$ cat config.mk
export PLATFORM = sky130hd
export DESIGN_NAME = cmd_bus_master
export DESIGN_NICKNAME = d
export VERILOG_FILES = /design/src/rtl/cmd_bus_pkg.sv /design/src/rtl/cmd_addr_check.sv /design/src/rtl/cmd_bus_master.sv
export SDC_FILE = /design/constraint.sdc
export NUM_CORES = 1
export LEC_CHECK = 0
export ABC_AREA = 1
export BUFFER_PORTS_ARGS = -buffer_cell sky130_fd_sc_hd__buf_2
export CAP_MARGIN = 20
export CORE_UTILIZATION = 50
export DETAILED_ROUTE_END_ITERATION = 12
export PLACE_DENSITY = 0.81
export SLEW_MARGIN = 30
export SYNTH_ARGS = -nofsm -noshare
export SYNTH_HDL_FRONTEND = slang
export SYNTH_HIERARCHICAL = 1
export SYNTH_SLANG_ARGS = --single-unit
$ cat constraint.sdc
create_clock -name clk_i -period 3.7 [get_ports clk_i]
set_clock_uncertainty 0.2 [all_clocks]
set_input_delay 1.11 -clock clk_i [delete_from_list [all_inputs] [get_ports clk_i]]
set_output_delay 1.11 -clock clk_i [all_outputs]
set_load 0.02 [all_outputs]
$ cat src/rtl/cmd_bus_pkg.sv
// Shared constants, command codes and FSM encoding for the register command bus master.
// The V_ISSUE/V_CAPTURE states exist only when CMD_WRITE_VERIFY_EN is defined.
package cmd_bus_pkg;

  typedef enum logic [1:0] {
    CMD_IDLE  = 2'b00,
    CMD_READ  = 2'b01,
    CMD_WRITE = 2'b10
  } cmd_e;

  localparam int CTR0_ADDR   = 0;
  localparam int CTR1_ADDR   = 4;
  localparam int CTR2_ADDR   = 8;
  localparam int STATE0_ADDR = 12;
  localparam int STATE1_ADDR = 16;
  localparam int STATE2_ADDR = 20;

  localparam logic [5:0] CTR_WR_MASK = 6'h3F;

  typedef enum logic [2:0] {
    ST_IDLE,
    ST_ISSUE,
    ST_CAPTURE,
    ST_RESP
`ifdef CMD_WRITE_VERIFY_EN
    ,
    ST_V_ISSUE,
    ST_V_CAPTURE
`endif
  } state_e;

endpackage

$ cat src/rtl/cmd_addr_check.sv
// Combinational address screen: alignment/range legality and write-to-read-only detection.
module cmd_addr_check #(
  parameter int ADDR_W     = 6,
  parameter int NUM_SLV    = 3,
  parameter int STATE_BASE = 12
) (
  input  logic [ADDR_W-1:0] addr,
  input  logic              write,
  output logic              legal,
  output logic              ro_violation
);

  localparam logic [ADDR_W-1:0] LAST_ADDR = ADDR_W'((2 * NUM_SLV - 1) * 4);
  localparam logic [ADDR_W-1:0] RO_ADDR   = ADDR_W'(STATE_BASE);

  // NOTE: every output gets a value on every path, so no latch is inferred.
  always_comb begin
    legal        = (addr[1:0] == 2'b00) && (addr <= LAST_ADDR);
    ro_violation = write && (addr >= RO_ADDR);
  end

endmodule

$ cat src/rtl/cmd_bus_master.sv
// Register command bus initiator: one request in flight, screened locally, one response out.
// Optional write read-back verification is enabled by defining CMD_WRITE_VERIFY_EN.
module cmd_bus_master
  import cmd_bus_pkg::*;
#(
  parameter int ADDR_W     = 6,
  parameter int DATA_W     = 32,
  parameter int NUM_SLV    = 3,
  parameter int STATE_BASE = 12
) (
  input  logic              clk_i,
  input  logic              rstn_i,
  input  logic              req_valid_i,
  output logic              req_ready_o,
  input  logic              req_write_i,
  input  logic [ADDR_W-1:0] req_addr_i,
  input  logic [DATA_W-1:0] req_wdata_i,
  output logic              rsp_valid_o,
  input  logic              rsp_ready_i,
  output logic [DATA_W-1:0] rsp_rdata_o,
  output logic              rsp_err_o,
  output logic [1:0]        cmd_o,
  output logic [ADDR_W-1:0] cmd_addr_o,
  output logic [DATA_W-1:0] cmd_data_o,
  input  logic [DATA_W-1:0] cmd_data_i
);

  state_e state;
  logic   write_q;
  logic   legal;
  logic   ro_violation;

  cmd_addr_check #(
    .ADDR_W    (ADDR_W),
    .NUM_SLV   (NUM_SLV),
    .STATE_BASE(STATE_BASE)
  ) u_addr_check (
    .addr        (req_addr_i),
    .write       (req_write_i),
    .legal       (legal),
    .ro_violation(ro_violation)
  );

  // NOTE: sequential state uses non-blocking assignments so every register samples pre-edge values.
  always_ff @(posedge clk_i or negedge rstn_i) begin
    if (!rstn_i) begin
      state       <= ST_IDLE;
      write_q     <= 1'b0;
      req_ready_o <= 1'b0;
      rsp_valid_o <= 1'b0;
      rsp_rdata_o <= '0;
      rsp_err_o   <= 1'b0;
      cmd_o       <= CMD_IDLE;
      cmd_addr_o  <= '0;
      cmd_data_o  <= '0;
    end else begin
      case (state)
        ST_IDLE: begin
          req_ready_o <= 1'b1;
          if (req_valid_i && req_ready_o) begin
            req_ready_o <= 1'b0;
            write_q     <= req_write_i;
            if (legal && !ro_violation) begin
              cmd_o      <= req_write_i ? CMD_WRITE : CMD_READ;
              cmd_addr_o <= req_addr_i;
              cmd_data_o <= req_write_i ? req_wdata_i : '0;
              state      <= ST_ISSUE;
            end else begin
              // Rejected requests never touch the bus.
              rsp_valid_o <= 1'b1;
              rsp_err_o   <= 1'b1;
              rsp_rdata_o <= '0;
              state       <= ST_RESP;
            end
          end
        end
        ST_ISSUE: begin
          if (write_q) begin
`ifdef CMD_WRITE_VERIFY_EN
            cmd_o <= CMD_READ;
            state <= ST_V_ISSUE;
`else
            cmd_o       <= CMD_IDLE;
            rsp_valid_o <= 1'b1;
            rsp_err_o   <= 1'b0;
            rsp_rdata_o <= '0;
            state       <= ST_RESP;
`endif
          end else begin
            cmd_o <= CMD_IDLE;
            state <= ST_CAPTURE;
          end
        end
        ST_CAPTURE: begin
          rsp_valid_o <= 1'b1;
          rsp_err_o   <= 1'b0;
          rsp_rdata_o <= cmd_data_i;
          state       <= ST_RESP;
        end
`ifdef CMD_WRITE_VERIFY_EN
        ST_V_ISSUE: begin
          cmd_o <= CMD_IDLE;
          state <= ST_V_CAPTURE;
        end
        ST_V_CAPTURE: begin
          // Only the writable control bits take part in the comparison.
          rsp_valid_o <= 1'b1;
          rsp_err_o   <= (cmd_data_i[5:0] & CTR_WR_MASK) != (cmd_data_o[5:0] & CTR_WR_MASK);
          rsp_rdata_o <= cmd_data_i;
          state       <= ST_RESP;
        end
`endif
        ST_RESP: begin
          if (rsp_ready_i) begin
            rsp_valid_o <= 1'b0;
            rsp_err_o   <= 1'b0;
            rsp_rdata_o <= '0;
            req_ready_o <= 1'b1;
            state       <= ST_IDLE;
          end
        end
        default: begin
          cmd_o <= CMD_IDLE;
          state <= ST_IDLE;
        end
      endcase
    end
  end

endmodule

Word-level counts from Yosys, hierarchy flattened
Index checks and enable logic that the tools add are counted.

Magnitude comparators: 2. Equal/unequal tests: 8. Muxes and demuxes: 25. Bitwise logic cells: 1. Reductions and logical operators: 16.

Operators by type and width (count): $mux W32 (5); $pmux W32 S4 (1); $pmux W3 S4 (1); $ne A2 B2 Y1 const B (5); $mux W1 (8); $mux W2 (4); $pmux W1 S4 (2); $eq A3 B2 Y1 const B (2); $ge A6 B4 Y1 const B (1); $le A6 B5 Y1 const B (1); $mux W3 (2); $reduce_and A2 Y1 (3); $reduce_and A3 Y1 (2); $reduce_and A5 Y1 (1); $logic_and A1 B1 Y1 (4); $pmux W2 S2 (1); $reduce_bool A4 Y1 (1); $eq A3 B1 Y1 const B (1); $logic_not A3 Y1 (1); $logic_not A2 Y1 (1); $pmux W1 S2 (1); $reduce_bool A2 Y1 (1); $reduce_or A2 Y1 (1); $logic_not A1 Y1 (1); $not A1 Y1 (1).

Bits in registers: 79. Word-level logic and storage cells: 61.

Depth between registers and ports, before layout
Depth after elaboration: 7. Gate-level depth with buffers: 10.

Cells and area by module
The synthesis kept the hierarchy.

Modules (own cells, without submodules): cmd_bus_master (times used 1, cells an instance 435, area an instance 3564.7 µm²); cmd_addr_check (times used 1, cells an instance 8, area an instance 33.8 µm²).

Least setup slack after synthesis
No wires, ideal clock.

Kind: input to register. Start: in req_addr_i[5]. End: reg cmd_data_o[29]. Library setup time: 0.121 ns. Arrival: 1.917 ns. Slack: 1.462 ns. Stages: 9. Path buffers: 1. Cell sequence: nor2_1 > nand2_1 > nor2_2 > nand2_1 > inv_1 > nand2_2 > buf_2 > nand2_1 > o21ai_1.

Elaborated cells on any way between the ends: 7. Those cells by class: order compare: 2; reduce/logical: 5.

RTL lines: start, declared (line cmd_bus_master.sv:16) `input logic [ADDR_W-1:0] req_addr_i,`; $le A6 B5 Y1 (line cmd_addr_check.sv:18) `legal = (addr[1:0] == 2'b00) && (addr <= LAST_ADDR);`; $logic_and A1 B1 Y1 (line cmd_addr_check.sv:18); via legal (line cmd_bus_master.sv:30) `logic legal;`; $logic_and A1 B1 Y1 (line cmd_bus_master.sv:63) `if (legal && !ro_violation) begin`; $reduce_and A3 Y1 (no line); end signal, assigned (line cmd_bus_master.sv:66) `cmd_data_o <= req_write_i ? req_wdata_i : '0;`; end, declared (line cmd_bus_master.sv:24) `output logic [DATA_W-1:0] cmd_data_o,`.

The timed path passes the listed nets, and every way through them passes these cells. A chain may end at the register's enable or synchronous reset.

Worst setup path after layout
Start: in req_addr_i[3]. End: reg cmd_data_o[25].

Cells in the longest elaborated chain, start to end: 5. Elaborated cells on any way between the ends: 7. Those cells by class: order compare: 2; reduce/logical: 5.

RTL lines: $ge A6 B4 Y1 (line cmd_addr_check.sv:19) `ro_violation = write && (addr >= RO_ADDR);`; $logic_and A1 B1 Y1 (line cmd_addr_check.sv:19); via ro_violation (line cmd_bus_master.sv:31) `logic ro_violation;`; $logic_not A1 Y1 (line cmd_bus_master.sv:63); $logic_and A1 B1 Y1 (line cmd_bus_master.sv:63); $reduce_and A3 Y1 (no line).

The timed path passes the listed nets, and every way through them passes these cells.

==> impl_metrics.py <==
metrics = {
    "run_status": {
        "status": "finished, final reports clean",
    },
    "clock_tree": {
        "cts_setup_buffers": 0,
        "clk_pin_slew_ns": 0.08,
        "cts_buffers": 9,
        "insertion_delay_ns": 0.33,
        "postCtsHoldBufs": 0,
        "clockBufferDepth": 2,
        "root_buffer": "clkbuf_8",
        "cts_tree": "yes",
        "htreeDepth": 3,
        "clock-sinks": 78,
        "cts_resized": 0,
    },
    "drt": {
        "firstDrtPassIters": 4,
        "drt_iter0_drc": 112,
        "postRouteAntennaNets": 0,
        "via_per_inst": 4.72,
        "wl_per_cell_um": 12.0,
        "drc": 0,
        "wl_um": 8160,
        "vias": 3219,
    },
    "min_path": {
        "hp-class": "reg2reg",
    },
    "floorplanning": {
        "die_area_um2": 7540,
        "core_area_um2": 6870,
        "fp.dieW_um": 86.8,
        "pin_count": 150,
        "start_util_pct": 52.4,
        "num_rows": 30,
        "die_h_um": 86.8,
    },
    "timing": {
        "grt_setup_unrepaired": "false",
        "whs_ns": 0.279,
        "maxSlewViolCount": 0,
        "slew_headroom_pct": 53.5,
        "worstMarginPinSlew_ns": 0.697,
        "hold_viol_final": 0,
        "finalWorstSetupSlack_ns": 1.18,
        "setup_viol": 0,
        "max_freq_mhz": 398,
        "fin_crit_ns": 2.52,
        "final.setup.tns_ns": 0,
        "post-route-period-util_pct": 68.0,
    },
    "critical_path": {
        "end_kind": "flip-flop",
        "cp.required_ns": 3.75,
        "critPathTopFamily": "buffers and inverters",
        "worstPathArrival_ns": 2.57,
        "startpoint_type": "primary input",
        "crit_path_cell_trace": "buf_2 > nand2_1 > a21oi_1 > inv_1 > nand2_1 > inv_1 > nand2_2 > buf_4 > nand2_1 > o21ai_1",
        "cp_max_fo": 63,
        "cp_slowest_cell": "buf_4",
        "critPathBufInv": 4,
        "critPathKind": "in2reg",
        "cp_slowest_stage_delay_ns": 0.50,
        "r2r_slack_ns": 1.37,
        "worst_path_most_repeated_cell": "nand2_1",
    },
    "grt": {
        "grt_usage_pct": 22.5,
        "antenna_found_initial": 0,
        "grt_start_max_net_pins": 79,
        "grt_pass1_vias": 3016,
        "grt_pass1_wl_um": 13300,
        "grt-ovfl-total": 0,
    },
    "power": {
        "finalPower_uw": 3770,
        "power_density_nw_per_um2": 828,
        "ir_drop_mv": 0.412,
        "p_leak_uw": 0.00286,
    },
    "synth": {
        "synth-seq-area-share_pct": 54.2,
        "synth.net_count": 523,
        "ys_types": 21,
        "yosysTopAreaCell": "dfrtp_1",
        "ys_ff_latch": 78,
        "synthTopCellsByArea": "dfrtp_1, nand2_1, o21ai_0",
        "ys_warn_count": 6,
        "netlist_area_um2": 3600,
        "synth_top_area_share_pct": 54.2,
        "synthCells": 443,
        "synth.avg_cell_area_um2": 8.12,
    },
    "finish": {
        "layout-drive-gt1-share_pct": 30.5,
        "num_antenna_cells": 0,
        "instances_no_fill": 682,
        "area_growth_syn_to_layout_pct": 26.6,
        "nets": 661,
    },
    "placed_design": {
        "numPortBuffers": 149,
        "dp.cells": 666,
        "dp_slack_ns": 0.853,
        "dpl.hpwl_um": 5610,
        "gp_congestion": 0.832,
    },
    "run": {
        "maxCapViolations": 0,
    },
}
## worst register-to-register path, cell delays in order, from the launching register on
cell     delay, ns
dfrtp_1       0.41
inv_1         0.10
ha_1          0.34
nand2_4       0.15
nand3_4       0.31
nor2_8        0.53
nand2_1       0.15
nand2_1       0.09
## power by group
part / internal (µW) / switching (µW)
registers: 1170 / 171
clock network: 349 / 300
logic: 529 / 1250
total: 2050 / 1730
## sequential cells by signal, summed over array words and instances, names as in the netlist
register     count
req_ready_o      1
rsp_err_o        1
state            2
rsp_valid_o      1
write_q          1
rsp_rdata_o     32
cmd_data_o      32
cmd_o            2
cmd_addr_o       6
## Yosys cell counts
cell type  instances
o21ai_1           32
inv_2              1
inv_1             42
nand3_4            1
nor2_2             2
clkbuf_2           6
nand2_1          195
o21ai_0           39
nor2_8             2
a21oi_1            1
nand3_1            9
buf_6              3
nand2_2            3
clkbuf_1           6
nand2_4            2
buf_8              1
ha_1               5
buf_2              9
nor2_1             5
a22o_1             1
dfrtp_1           78
## area by class of cell
class                   instances  area [µm²]
repair buffers                152         774
well taps                      96         120
flip-flops and latches         78        1950
multi-input cells             297        1340
clock inverters                 5        57.6
fillers                       585        2310
clock buffers                  11         151
inverters                      43         161
## metrics by stage
| step | instance area, µm² | util, % |
|---|---|---|
| global route | 4560 | 66.3 |
| floorplan | 3600 | - |
| finish | 4560 | 66.3 |
| CTS | 4550 | 66.3 |
| global placement | 4340 | 63.2 |
| detailed placement | 4340 | 63.2 |
## cells by family after synthesis
logic type	Yosys count	share of synthesized area, %
buffers and inverters	68	8.55
adders and majority gates	5	1.74
and+or+nand+nor	219	25.2
AOI/OAI and AO/OA	73	10.3
DFF	78	54.2
## layer usage
metal	up-vias	share of wire (%)	global-route usage, %
met4	0	0.40	10.2
met5	-	0	0
li1	1642	-	-
met2	133	46	37.2
met1	1442	45	28.4
met3	2	8.3	4.95
## cell usage in the layout (no fill, tap or decap), drive strengths merged
cell and count:
a21oi 1, a22o 1, buf 152, bufinv 1, clkbuf 11, clkinv 4
dfrtp 78, ha 5, inv 43, nand2 200, nand3 10, nor2 9
o21ai 71
## worst paths after layout
kind / depth (start not counted) / to / from
worst max-delay path: 10 / cmd_data_o[25] / req_addr_i[3]
worst min-delay path: 2 / cmd_addr_o[3] / cmd_addr_o[3]
max in group asynchronous: 1 / rsp_rdata_o[16] / rstn_i
worst min register to register: 2 / cmd_addr_o[3] / cmd_addr_o[3]
min in group asynchronous: 1 / cmd_data_o[2] / rstn_i
worst max register to register: 7 / rsp_rdata_o[17] / state[0]
Power figures use the tool's default switching activity.
